===== src/rtl/reset_sequencer.sv =====
// Board reset sequencer: synchronizes key/PLL, debounces the key, and holds the SoC in reset.
// Optional watchdog is enabled by defining RESET_SEQ_WDT_EN.
module reset_sequencer #(
    parameter int SYNC_STAGES     = 2,
    parameter int DEBOUNCE_CYCLES = 50000,
    parameter int HOLD_CYCLES     = 32,
    parameter int WDT_CYCLES      = 16777216
) (
    input  logic       clk,
    input  logic       reset,
    input  logic       key_n,
    input  logic       pll_locked,
    input  logic       wdt_kick,
    output logic       sys_reset,
    output logic [1:0] reset_cause,
    output logic       key_pressed
);

    localparam int SYNC_N = (SYNC_STAGES < 2) ? 2 : SYNC_STAGES;
    localparam int DEB_N  = (DEBOUNCE_CYCLES < 1) ? 1 : DEBOUNCE_CYCLES;
    localparam int HOLD_N = (HOLD_CYCLES < 1) ? 1 : HOLD_CYCLES;
    localparam int DEB_W  = $clog2(DEB_N + 1);
    localparam int HOLD_W = $clog2(HOLD_N + 1);

    localparam logic [DEB_W-1:0]  DEB_LAST  = DEB_W'(DEB_N - 1);
    localparam logic [DEB_W-1:0]  DEB_INC   = DEB_W'(32'd1);
    localparam logic [HOLD_W-1:0] HOLD_LAST = HOLD_W'(HOLD_N - 1);
    localparam logic [HOLD_W-1:0] HOLD_INC  = HOLD_W'(32'd1);

    localparam logic [1:0] CAUSE_POR = 2'b00;
    localparam logic [1:0] CAUSE_KEY = 2'b01;
    localparam logic [1:0] CAUSE_PLL = 2'b10;
    localparam logic [1:0] CAUSE_WDT = 2'b11;

    typedef enum logic [1:0] {
        ST_ASSERT = 2'd0,
        ST_HOLD   = 2'd1,
        ST_RUN    = 2'd2
    } state_t;

    logic [SYNC_N-1:0] key_sync_r;
    logic [SYNC_N-1:0] pll_sync_r;
    logic              key_level_s;
    logic              pll_sync_s;
    logic [DEB_W-1:0]  deb_cnt_r;
    logic              key_pressed_r;
    state_t            state_r;
    state_t            state_next_s;
    logic [HOLD_W-1:0] hold_cnt_r;
    logic [HOLD_W-1:0] hold_cnt_next_s;
    logic [1:0]        cause_r;
    logic [1:0]        cause_next_s;
    logic              sys_reset_r;
    logic              wdt_expire_s;

    // Input synchronizers; key idles released, PLL idles unlocked
    always_ff @(posedge clk) begin
        if (reset) begin
            key_sync_r <= {SYNC_N{1'b1}};
            pll_sync_r <= {SYNC_N{1'b0}};
        end else begin
            key_sync_r <= {key_sync_r[SYNC_N-2:0], key_n};
            pll_sync_r <= {pll_sync_r[SYNC_N-2:0], pll_locked};
        end
    end

    assign key_level_s = ~key_sync_r[SYNC_N-1];
    assign pll_sync_s  = pll_sync_r[SYNC_N-1];

    // Key debounce: toggle only after DEB_N consecutive disagreeing cycles
    always_ff @(posedge clk) begin
        if (reset) begin
            deb_cnt_r     <= {DEB_W{1'b0}};
            key_pressed_r <= 1'b0;
        end else if (key_level_s != key_pressed_r) begin
            if (deb_cnt_r == DEB_LAST) begin
                deb_cnt_r     <= {DEB_W{1'b0}};
                key_pressed_r <= ~key_pressed_r;
            end else begin
                deb_cnt_r     <= deb_cnt_r + DEB_INC;
                key_pressed_r <= key_pressed_r;
            end
        end else begin
            deb_cnt_r     <= {DEB_W{1'b0}};
            key_pressed_r <= key_pressed_r;
        end
    end

`ifdef RESET_SEQ_WDT_EN
    localparam int WDT_N = (WDT_CYCLES < 1) ? 1 : WDT_CYCLES;
    localparam int WDT_W = $clog2(WDT_N + 1);
    localparam logic [WDT_W-1:0] WDT_LAST = WDT_W'(WDT_N - 1);
    localparam logic [WDT_W-1:0] WDT_INC  = WDT_W'(32'd1);

    logic [WDT_W-1:0] wdt_cnt_r;

    // Watchdog runs only in RUN and saturates at its last count
    always_ff @(posedge clk) begin
        if (reset) begin
            wdt_cnt_r <= {WDT_W{1'b0}};
        end else if ((state_r != ST_RUN) || wdt_kick) begin
            wdt_cnt_r <= {WDT_W{1'b0}};
        end else if (wdt_cnt_r != WDT_LAST) begin
            wdt_cnt_r <= wdt_cnt_r + WDT_INC;
        end else begin
            wdt_cnt_r <= wdt_cnt_r;
        end
    end

    assign wdt_expire_s = (state_r == ST_RUN) && !wdt_kick && (wdt_cnt_r == WDT_LAST);
`else
    logic wdt_unused_s;
    assign wdt_unused_s = wdt_kick | (WDT_CYCLES == 32'd0);
    assign wdt_expire_s = 1'b0;
`endif

    // Next-state, hold counter and cause selection (PLL loss > key > watchdog)
    always_comb begin
        state_next_s    = state_r;
        hold_cnt_next_s = {HOLD_W{1'b0}};
        cause_next_s    = cause_r;
        case (state_r)
            ST_ASSERT: begin
                if (pll_sync_s && !key_pressed_r) begin
                    state_next_s = ST_HOLD;
                end else begin
                    state_next_s = ST_ASSERT;
                end
            end
            ST_HOLD: begin
                if (!pll_sync_s) begin
                    state_next_s = ST_ASSERT;
                    cause_next_s = CAUSE_PLL;
                end else if (key_pressed_r) begin
                    state_next_s = ST_ASSERT;
                    cause_next_s = CAUSE_KEY;
                end else if (hold_cnt_r == HOLD_LAST) begin
                    state_next_s = ST_RUN;
                end else begin
                    state_next_s    = ST_HOLD;
                    hold_cnt_next_s = hold_cnt_r + HOLD_INC;
                end
            end
            ST_RUN: begin
                if (!pll_sync_s) begin
                    state_next_s = ST_ASSERT;
                    cause_next_s = CAUSE_PLL;
                end else if (key_pressed_r) begin
                    state_next_s = ST_ASSERT;
                    cause_next_s = CAUSE_KEY;
                end else if (wdt_expire_s) begin
                    state_next_s = ST_ASSERT;
                    cause_next_s = CAUSE_WDT;
                end else begin
                    state_next_s = ST_RUN;
                end
            end
            default: begin
                state_next_s = ST_ASSERT;
            end
        endcase
    end

    // State, counters and registered outputs
    always_ff @(posedge clk) begin
        if (reset) begin
            state_r     <= ST_ASSERT;
            hold_cnt_r  <= {HOLD_W{1'b0}};
            cause_r     <= CAUSE_POR;
            sys_reset_r <= 1'b1;
        end else begin
            state_r     <= state_next_s;
            hold_cnt_r  <= hold_cnt_next_s;
            cause_r     <= cause_next_s;
            sys_reset_r <= (state_next_s != ST_RUN);
        end
    end

    assign sys_reset   = sys_reset_r;
    assign reset_cause = cause_r;
    assign key_pressed = key_pressed_r;

endmodule


===== config.mk =====
export PLATFORM = sky130hd
export DESIGN_NAME = reset_sequencer
export DESIGN_NICKNAME = d
export VERILOG_FILES = /design/src/rtl/reset_sequencer.sv
export SDC_FILE = /design/constraint.sdc
export NUM_CORES = 1
export LEC_CHECK = 0
export BUFFER_PORTS_ARGS = -buffer_cell sky130_fd_sc_hd__buf_2
export CORE_UTILIZATION = 30
export CTS_CLUSTER_SIZE = 25
export DETAILED_ROUTE_END_ITERATION = 6
export PLACE_DENSITY = 0.57
export RECOVER_POWER = 100
export SETUP_SLACK_MARGIN = 0.1
export SLEW_MARGIN = 20
export SYNTH_ARGS = -nofsm -noshare
export SYNTH_HDL_FRONTEND = slang
export SYNTH_SLANG_ARGS = --single-unit

===== constraint.sdc =====
create_clock -name clk -period 1.46 [get_ports clk]
set_input_delay 0.073 -clock clk [delete_from_list [all_inputs] [get_ports clk]]
set_output_delay 0.073 -clock clk [all_outputs]
set_load 0.02 [all_outputs]

==> metrics.yaml <==
multiInputGateArea_um2: 831
crit_path_top_delay_cell: "or4b_4"
instances_no_fill: 225
r2r-end: "hold_cnt_r[3]"
synth_edf_count: 0
crit_path_start_kind: "flop"
worst_pin_slew_ns: 0.282
final_util: 0.434
drt-initial-drc-count: 31
relSlewSlack: 0.810
synth_area_leaders: "dfxtp_1 (48%), nor2_1 (6.1%), ha_1 (5.6%)"
setup_tns_ns: 0
hold_class: "in2reg"
p_leak_uw: 0.000636
required_ns: 1.68
critPathArrivalTime_ns: 1.62
wl_per_cell_um: 12.6
num-nets-final: 183
initial_utilization: 0.312
timing.rr.start: "hold_cnt_r[1]"
status: "completed"
nFillCells: 434
yosysSeqAreaShare: 0.475
grt_first_pass_wirelength_um: 4860
die_area_um2: 4760
numPortBuffers: 7
wl_met3_um: 79
clock_sinks: 32
clk_pin_slew_ns: 0.07
post-dp-hpwl_um: 1770
post-route-drc-count: 0
crit_buf_inv: 0
ys_async_sr_fraction: 0
grtUsageTotal: 0.129
ys_dominant_reg_cell: "dfxtp_1"
vias: 1083
antenna_found_initial: 0
path_delay_family: "simple AND/OR/NAND/NOR gates"
cts_tree: "yes"
rrSetupSlack_ns: 0.05
met1_length_um: 1330
end_kind: "flop"
syn-cell-area_um2: 1350
num_io_pins: 9
die_w_um: 69.0
synth_commonest_cells: "dfxtp_1 (32), nor2_1 (22), xnor2_1 (8), xor2_1 (8)"
period_share: 0.962
cts_made_buffers: 5
drtAntennaViolNets: 0
gp_congestion: 0.805
power_density_nw_per_um2: 926
die_h_um: 69.0
syn_avg_cell_area_um2: 9.49
skew_ns: 0.00279
design.core.area_um2: 4320
drive_gt1_frac: 0.434
ir_worst_vdd_mv: 0.621
r2r_cells: 5
h-tree-depth: 2
yosysWarnings: 0
first_global_vias: 1093
register_area_um2: 672
cts_root_buf: "clkbuf_8"
fin_area_um2: 1880
hold_depth: 2
place_area_um2: 1530
rsz0062_at_grt: "true"
setup_viol: 0
synthCells: 142
crit_fanout: 6
period_minus_slack_ns: 1.41
final-hold-violation-count: 0
worstHoldEndpoint: "key_pressed"
highest_layer: "met4"
holdCritStartpoint: "reset"
grt_max_degree: 12
path_class: "reg2reg"
synth_top_cell_area_share: 0.475
slew_viol_final: 0
power_uw: 1740
syn_nets: 153
met2_length_um: 1420
crit_path_cell_trace: "ha_4, nand4_1, o21ai_2, or4b_4, nor2_1"
fmax_mhz: 712
synth_most_common_cell: "dfxtp_1"
ys_types: 32
dp_cells: 207
wirelength_um: 2850
area_growth_pct: 39.2
clock_latency_ns: 0.28
ys_ff_latch: 32
grt-ovfl-total: 0
drt_pre_antenna_iters: 4
viasPerCell: 4.81
yosys.area.top_type: "dfxtp_1"
max_stage_delay_ns: 0.53
drv_cap: 0
rows: 24
clockBufferDepth: 2
num_antenna_cells: 0
## power breakdown
group | switching (uW) | leakage, uW | internal (uW)
sequential | 4.53 | 0.000267 | 870
clock | 319 | 0.0000552 | 506
combinational | 19.4 | 0.000314 | 19.2
total | 342 | 0.000636 | 1400
## metal layers
layer | track usage | up-vias
li1 | - | 547
met1 | 0.154 | 523
met2 | 0.203 | 11
met3 | 0.0526 | 2
met4 | 0.0544 | 0
met5 | 0 | -
## metrics by stage
step	worst slack (ns)	hold WS (ns)
floorplan	0.0938	0.177
global placement	0.0396	0.256
detailed placement	-0.0367	0.261
CTS	0.0537	0.0715
global route	0.00293	0.102
finish	0.0549	0.0845
## final cells by class
class,count,area share
multi-input combinational,102,0.443
inverter,4,0.00801
clock inverter,2,0.0187
sequential,32,0.358
clock buffer,6,0.0387
tap,52,0.0347
timing repair buffer,27,0.0987
## sequential cells by signal, indices dropped and copies added (netlist names)
| register | flops |
|---|---|
| hold_cnt_r | 6 |
| pll_sync_r | 2 |
| key_sync_r | 2 |
| reset_cause | 2 |
| key_pressed | 1 |
| state_r | 2 |
| deb_cnt_r | 16 |
| sys_reset | 1 |
## worst reg2reg max path: stages, from the launching register on
cell     delay (ns)
dfxtp_2        0.34
ha_4           0.16
nand4_1        0.12
o21ai_2        0.08
or4b_4         0.53
nor2_1         0.11
## worst max path at each step
stage                       start       endpoint  slack, ns  cells past startpoint
detailed placement  hold_cnt_r[1]  hold_cnt_r[3]      -0.04                      5
finish              hold_cnt_r[1]  hold_cnt_r[3]       0.05                      5
global placement    hold_cnt_r[1]  hold_cnt_r[1]       0.04                      5
CTS                    state_r[0]  hold_cnt_r[3]       0.05                      5
floorplan              state_r[0]      sys_reset       0.09                      4
global route        hold_cnt_r[1]  hold_cnt_r[1]      0.003                      5
## kinds of logic after synthesis
logic type / count (synthesis) / synth area share
and+or+nand+nor: 69 / 0.287
buffers and inverters: 8 / 0.0288
AOI/OAI and AO/OA: 11 / 0.0492
adders and majority gates: 6 / 0.0557
DFF: 32 / 0.475
xor gates and xnor gates: 16 / 0.104
## repair_timing
item	4_1_cts	5_1_grt
setup endpoints to repair	21	22
hold buffers	2	0
buffers inserted	3	5
gates resized for setup	21	45
pin swaps	7	17
endpoints found under the hold margin	2	0
cloned	0	0
## cells in the final DEF (no fill, tap or decap), types with 3 or more instances in the layout
cell type and instances:
a21oi_1 3, a21oi_2 3, and3_1 3, buf_2 3
buf_4 18, clkbuf_1 5, clkbuf_8 5, dfxtp_1 19
dfxtp_2 7, dfxtp_4 6, ha_4 4, inv_1 4
nand2_1 7, nand3_1 5, nand4_1 6, nor2_1 14
nor2_2 4, nor2_4 4, nor2b_1 4, or2_2 3
or4b_4 3, xnor2_1 8, xor2_1 8
Power figures use the tool's default switching activity.
